===== src/rtl/up3_loader.sv =====
// up3_loader: streams a length-prefixed program image into up3 RAM, holding the CPU in reset until it is loaded.
// Define UP3_LOADER_CHECKSUM_EN to require a trailing checksum byte.
module up3_loader #(
  parameter logic [7:0]  BASE_ADDR  = 8'h00,
  parameter int unsigned RESET_HOLD = 0
) (
  input  logic       clk,
  input  logic       reset,
  input  logic       start,
  input  logic [7:0] rx_data,
  input  logic       rx_valid,
  output logic       rx_ready,
  output logic [7:0] mem_addr,
  output logic [7:0] mem_data,
  output logic       mem_wren,
  output logic       cpu_reset,
  output logic       loading,
  output logic       done,
  output logic [7:0] load_count,
  output logic       err
);

  typedef enum logic [2:0] {
    IDLE,
    GET_LEN,
    GET_DATA,
    GET_CSUM,
    DRAIN,
    HOLD,
    RUN,
    ERROR
  } state_t;

  localparam bit HOLD_EN = (RESET_HOLD != 0);
  localparam logic [3:0] HOLD_LAST =
    HOLD_EN ? 4'(RESET_HOLD - 1) : 4'd0;

`ifdef UP3_LOADER_CHECKSUM_EN
  localparam bit CSUM_EN = 1'b1;
`else
  localparam bit CSUM_EN = 1'b0;
`endif

  localparam state_t AFTER_LOAD = HOLD_EN ? HOLD : RUN;
  localparam state_t DATA_NX = CSUM_EN ? GET_CSUM : DRAIN;
  localparam state_t LEN0_NX = CSUM_EN ? GET_CSUM : AFTER_LOAD;

  state_t     state;
  state_t     state_nx;
  logic [7:0] len_q;
  logic [7:0] idx_q;
  logic [3:0] hold_q;
  logic       xfer;
  logic       last_byte;
  logic       start_ok;

  assign rx_ready  = (state == GET_LEN) ||
                     (state == GET_DATA) ||
                     (state == GET_CSUM);
  assign xfer      = rx_valid & rx_ready;
  assign last_byte = (idx_q == len_q - 8'd1);
  assign start_ok  = start & ((state == IDLE) ||
                              (state == RUN) ||
                              (state == ERROR));

`ifdef UP3_LOADER_CHECKSUM_EN
  logic [7:0] sum_q;
  logic [7:0] sum_chk;
  logic       csum_ok;

  assign sum_chk = sum_q + rx_data;
  assign csum_ok = (sum_chk == 8'h00);
  assign err     = (state == ERROR);
`else
  assign err = 1'b0;
`endif

  always_ff @(posedge clk) begin
    if (reset) state <= IDLE;
    else       state <= state_nx;
  end

  always_comb begin
    state_nx  = state;
    cpu_reset = 1'b1;
    loading   = 1'b0;
    done      = 1'b0;
    unique case (state)
      IDLE: begin
        if (start) state_nx = GET_LEN;
      end
      GET_LEN: begin
        loading = 1'b1;
        if (xfer)
          state_nx = (rx_data == 8'h00) ? LEN0_NX : GET_DATA;
      end
      GET_DATA: begin
        loading = 1'b1;
        if (xfer && last_byte) state_nx = DATA_NX;
      end
      GET_CSUM: begin
        loading = 1'b1;
`ifdef UP3_LOADER_CHECKSUM_EN
        if (xfer) state_nx = csum_ok ? AFTER_LOAD : ERROR;
`else
        state_nx = IDLE;
`endif
      end
      DRAIN: begin
        loading  = 1'b1;
        state_nx = AFTER_LOAD;
      end
      HOLD: begin
        if (hold_q == HOLD_LAST) state_nx = RUN;
      end
      RUN: begin
        cpu_reset = 1'b0;
        done      = 1'b1;
        if (start) state_nx = GET_LEN;
      end
      ERROR: begin
        if (start) state_nx = GET_LEN;
      end
    endcase
  end

  // Write port is registered: a byte taken at edge t is written during t+1.
  always_ff @(posedge clk) begin
    if (reset) begin
      len_q      <= 8'h00;
      idx_q      <= 8'h00;
      hold_q     <= 4'd0;
      load_count <= 8'h00;
      mem_addr   <= BASE_ADDR;
      mem_data   <= 8'h00;
      mem_wren   <= 1'b0;
`ifdef UP3_LOADER_CHECKSUM_EN
      sum_q      <= 8'h00;
`endif
    end else begin
      mem_wren <= 1'b0;
      hold_q   <= (state == HOLD) ? hold_q + 4'd1 : 4'd0;
      if (start_ok) load_count <= 8'h00;
      if (xfer && state == GET_LEN) begin
        len_q <= rx_data;
        idx_q <= 8'h00;
`ifdef UP3_LOADER_CHECKSUM_EN
        sum_q <= rx_data;
`endif
      end
      if (xfer && state == GET_DATA) begin
        mem_wren   <= 1'b1;
        mem_addr   <= BASE_ADDR + idx_q;
        mem_data   <= rx_data;
        idx_q      <= idx_q + 8'd1;
        load_count <= load_count + 8'd1;
`ifdef UP3_LOADER_CHECKSUM_EN
        sum_q      <= sum_q + rx_data;
`endif
      end
    end
  end

endmodule


===== config.mk =====
export PLATFORM = sky130hd
export DESIGN_NAME = up3_loader
export DESIGN_NICKNAME = d
export VERILOG_FILES = /design/src/rtl/up3_loader.sv
export SDC_FILE = /design/constraint.sdc
export NUM_CORES = 1
export LEC_CHECK = 0
export CAP_MARGIN = 20
export CORE_MARGIN = 5
export CORE_UTILIZATION = 35
export CTS_CLUSTER_DIAMETER = 60
export DETAILED_ROUTE_END_ITERATION = 12
export SYNTH_ARGS = -nofsm -noshare
export SYNTH_HDL_FRONTEND = slang
export SYNTH_SLANG_ARGS = --single-unit

===== constraint.sdc =====
create_clock -name clk -period 3.2 [get_ports clk]
set_clock_uncertainty 0.1 [all_clocks]
set_input_delay 0.8 -clock clk [delete_from_list [all_inputs] [get_ports clk]]
set_output_delay 0.8 -clock clk [all_outputs]
set_load 0.005 [all_outputs]

# == Yosys cells after proc, flatten, opt, wreduce, memory -nomap -nowiden ==
# Cells that the tools add are included.
# classes
addsub,4
eq_ne,12
mux,14
bitwise_logic,3
n_reduce_logical,16
# op_table
operator,n
$mux 8,4
$pmux 3 s6,1
$add 8x1->8 const B,2
$mux 3,5
$eq 3x3->1 const B,4
$eq 8x8->1,1
$logic_not 8->1,1
$sub 8x1->8 const B,1
$eq 3x2->1 const B,2
$add 4x1->4 const B,1
$logic_not 4->1,1
$logic_or 1x1->1,4
$mux 1,4
$ne 2x1->1 const B,2
$ne 2x2->1 const B,2
$reduce_and 4->1,1
$reduce_bool 2->1,2
$reduce_or 4->1,1
$eq 3x1->1 const B,1
$logic_and 1x1->1,3
$logic_not 3->1,1
$reduce_or 3->1,1
$and 1x1->1,2
$reduce_or 2->1,1
$not 1->1,1
# totals
regBits,48
input_bits,12
output_inout_bits,30

# == Logic depth before layout (Yosys ltp) ==
# logic_depth
ltp_word,7
mapped_depth,9
mapped_depth_nobuf,8

# == Least setup slack after synthesis ==
# No wires, ideal clock.
# synth_path
path_type,register to register
startpoint,reg len_q[2]
endpoint,reg state[2]
setup_ns,0.067
t_arrival_ns,2.200
path_slack_ns,0.833
path_stages_with_launch,7
path_buffers,0
period_less_slack_ns,2.367
cell_sequence,dfxtp_1 -> or4_4 -> or4_4 -> a2111oi_2 -> o2111a_2 -> o221ai_2 -> a21oi_2
# synth_via
elab_chain_cells,5
# synth_rtl
element,line_no,rtl
"start, declared",50,logic [7:0] len_q;
"start signal, assigned",145,len_q <= rx_data;
$sub 8x1->8,61,assign last_byte = (idx_q == len_q - 8'd1);
$eq 8x8->1,61,
$logic_and 1x1->1,99,if (xfer && last_byte) state_nx = DATA_NX;
$ne 2x1->1 (no source line),-,
$reduce_and 4->1 (no source line),-,
"end signal, assigned",80,else state <= state_nx;
"end, declared",48,state_t state;
# No other way between the ends.
# A chain may end at the register's enable or synchronous reset.

# == Worst setup path after layout ==
# layout_path
startpoint,reg state[1]
endpoint,out done
# layout_via
elab_chain_cells,2
# layout_rtl
element,line_no,rtl
$eq 3x3->1,88,unique case (state)
$mux 1,88,
"end, declared",18,"output logic done,"
# No other way between the ends.

==> flow_metrics.env <==
export IMPL_worstHoldStart="mem_addr[5]"
export IMPL_avgViaCountPerCell=5.146
export IMPL_cp_end_kind="output port"
export IMPL_cts_sink_count=48
export IMPL_fillers=677
export IMPL_leakagePower_nw=1.022
export IMPL_globalRouteTotalUtil_pct=13.22
export IMPL_yosys_area_top_type="sky130_fd_sc_hd__dfxtp_1"
export IMPL_syn_instance_count=290
export IMPL_cap_violations=0
export IMPL_hold_path_depth=2
export IMPL_count_leader_synth="sky130_fd_sc_hd__nand2_1"
export IMPL_total_number_of_vias=2079
export IMPL_synth_yosys_seq_area_share_pct=41.69
export IMPL_grt_pass1_wl_um=9211
export IMPL_combined_area_of_the_multi_input_logic_cells_mm2=0.001230
export IMPL_cp_depth=4
export IMPL_port_buffer_count=40
export IMPL_post_synth_num_cell_types=49
export IMPL_worst_path_largest_cell_delay_ps=540
export IMPL_fp_dieArea_mm2=0.008307
export IMPL_preCtsSetupSlack_ps=426.5
export IMPL_synth_top_family_by_area="simple AND/OR/NAND/NOR gates"
export IMPL_mappedNetlistNets=307
export IMPL_critical_path_top_delay_family="buffers and inverters"
export IMPL_crit_required_ps=2300
export IMPL_grt_max_degree=29
export IMPL_ys_top_cells_by_area="sky130_fd_sc_hd__dfxtp_1 42%, sky130_fd_sc_hd__nand2_1 10%, sky130_fd_sc_hd__a21oi_1 8.3%"
export IMPL_path_buf_inv=2
export IMPL_finalSetupViolCount=0
export IMPL_routedWlPerCell_um=13.55
export IMPL_yosys_warnings=0
export IMPL_die_height_um=91.15
export IMPL_synth_top_area_share_pct=41.69
export IMPL_final_core_util_pct=44.53
export IMPL_initial_cell_density_of_the_core_pct=36.09
export IMPL_worstHoldEndpoint="mem_addr[5]"
export IMPL_clock_pin_slew_worst_setup_and_hold_paths_ps=80
export IMPL_antenna_found_initial=0
export IMPL_placedInstanceArea_mm2=0.002766
export IMPL_p_per_area_mw_per_mm2=412.2
export IMPL_finalWeightedCongestion=0.7606
export IMPL_syn_to_final_growth_pct=23.40
export IMPL_first_global_vias=1977
export IMPL_die_wd_um=91.15
export IMPL_rsz0062_at_grt="false"
export IMPL_place_detailed_hpwl_um=3979
export IMPL_count_of_buffers_added_by_post_cts_timing_repair_for_setup=0
export IMPL_synth_cell_area_mm2=0.002305
export IMPL_ios=42
export IMPL_grt_overflow_total=0
export IMPL_clock_tree_root_cell="sky130_fd_sc_hd__clkbuf_8"
export IMPL_drc_errors=0
export IMPL_ctsHtreeMaxLevel=2
export IMPL_tns_ps=0
export IMPL_first_pass_iters=4
export IMPL_buffer_depth_of_the_longest_clock_path=2
export IMPL_use_met3_pct=2.975
export IMPL_cts_tree="built"
export IMPL_timing_fmax_ghz=0.3768
export IMPL_crit_path_max_fanout=11
export IMPL_worstPathCellList="nor2b_1, nand2_1, inv_1, clkdlybuf4s50_1"
export IMPL_clk_insertion_delay_late_ps=300
export IMPL_power_ir_vdd_worst_v=0.0001805
export IMPL_met2_usage_pct=21.21
export IMPL_critical_register_to_register_path_startpoint="len_q[2]"
export IMPL_r2r_end="state[2]"
export IMPL_cp_arrival_ps=1750
export IMPL_final_cell_area_mm2=0.002844
export IMPL_min_delay_path_class="reg -> reg"
export IMPL_synth_xor_area_share_pct=4.560
export IMPL_synthesis_area_per_instance_um2=7.947
export IMPL_synth_simple_gate_area_share_pct=26.82
export IMPL_element_type_at_the_critical_path_start="flip-flop"
export IMPL_final_layout_size_suffix_gt1_share_pct=7.034
export IMPL_report_final_slew_viol_count=0
export IMPL_synth_edff_count=0
export IMPL_postLayoutSetupSlackWorst_ps=545.8
export IMPL_period_needed_ps=2654
export IMPL_finalHoldViolCount=0
export IMPL_cts_buffers=5
export IMPL_nets=344
export IMPL_run_status="complete, no violations"
export IMPL_core_area_mm2=0.006386
export IMPL_synthMuxAreaShare_pct=0.4886
export IMPL_cts_resized=0
export IMPL_grt_busiest_layer="met2"
export IMPL_start_to_end_type_of_the_worst_setup_path="reg -> out"
export IMPL_ys_seq_elements=48
export IMPL_finalPower_w=0.001172
export IMPL_drt_iter0_markers=92
export IMPL_fin_crit_sh_pct=82.94
export IMPL_async_set_or_reset_flop_fraction_in_the_synthesized_netlist_pct=0
export IMPL_compound_cell_area_share_of_the_yosys_netlist_pct=18.62
export IMPL_cell_row_count=29
export IMPL_ctsHoldBuffers=0
export IMPL_inserted_diodes=0
export IMPL_ff2ff_path_depth=6
export IMPL_post_synth_most_frequent_cells="63 x sky130_fd_sc_hd__nand2_1, 48 x sky130_fd_sc_hd__dfxtp_1, 38 x sky130_fd_sc_hd__a21oi_1"
export IMPL_reg2reg_setup_slack_ps=690
export IMPL_yosys_area_share_adder_pct=2.714
export IMPL_sequential_cell_area_um2=960.9
export IMPL_met1_track_demand_over_resource_pct=17.69
export IMPL_critical_path_slowest_cell="sky130_fd_sc_hd__dfxtp_1"
export IMPL_dominantRegCellSynth="sky130_fd_sc_hd__dfxtp_1"
export IMPL_antenna_violating_nets_post_route=0
export IMPL_wirelength_um=5476
==> worst max-delay path by stage <==
stage	startpoint	to	slack (ps)
global placement	rx_valid	state[2]	420
finish	state[1]	done	550
detailed placement	rx_valid	state[2]	430
global route	state[1]	done	460
CTS	state[1]	done	550
floorplan	len_q[2]	state[2]	830
==> flip-flops by register name, summed over array words and instances (netlist names) <==
| name | cells |
|---|---|
| len_q | 8 |
| idx_q | 8 |
| load_count | 8 |
| mem_wren | 1 |
| mem_data | 8 |
| hold_q | 4 |
| state | 3 |
| mem_addr | 8 |
==> metal layers <==
layer	wire [µm]	share of wire, %
met5	0	0
met4	61	1.1
met3	205	3.7
met2	2458	45
met1	2751	50
==> area by class of cell <==
class	instances	area share, %
Sequential cell	48	33.79
Clock inverter	1	0.1760
Tap cell	77	3.388
Inverter	9	1.188
Timing Repair Buffer	46	15.66
Clock buffer	6	2.552
Multi-Input combinational cell	217	43.25
==> metrics by stage <==
step           instances  hold slack, ps
6_report             404           359.1
3_5_place_dp         397           350.4
3_3_place_gp         397           346.9
2_1_floorplan        290           330.0
4_1_cts              404           363.5
5_1_grt              404           385.0
==> power by group <==
group,switching [W],internal [W],total (W)
combinational,0.000106,0.0000874,0.000193
sequential,0.0000227,0.000612,0.000634
clock,0.000196,0.000149,0.000345
==> worst reg2reg max path, cell delays in order, from the launching register on <==
cell	delay [ps]
sky130_fd_sc_hd__dfxtp_1	370
sky130_fd_sc_hd__or4_4	580
sky130_fd_sc_hd__or4_4	490
sky130_fd_sc_hd__a2111oi_2	390
sky130_fd_sc_hd__o2111a_2	280
sky130_fd_sc_hd__o221ai_2	120
sky130_fd_sc_hd__a21oi_2	140
==> logic make-up (layout without fill, tap and decap cells) <==
| kind of cell | count (synthesis) | after routing |
|---|---|---|
| flops | 48 | 48 |
| fa+ha+maj | 5 | 5 |
| simple gates | 130 | 130 |
| xor+xnor | 12 | 12 |
| compound gates | 68 | 68 |
| mux | 1 | 1 |
| buf+inv | 25 | 62 |
| other cells | 1 | 1 |
==> cell usage in the layout (no fill, tap or decap), drive strengths merged, types with 2 or more instances in the layout <==
master and n:
nand2 63, dfxtp 48, clkdlybuf4s50 40, a21oi 39
nor2 26, o21ai 11, inv 9, xnor2 8
nand3 6, buf 6, clkbuf 6, and3 5
nand4 5, nand3b 5, ha 5, xor2 4
nor2b 3, o21a 3, nor3 3, or2 3
and2 2, or4 2, o211a 2, o31ai 2
nor4 2, o221ai 2
Power figures use the tool's default switching activity.
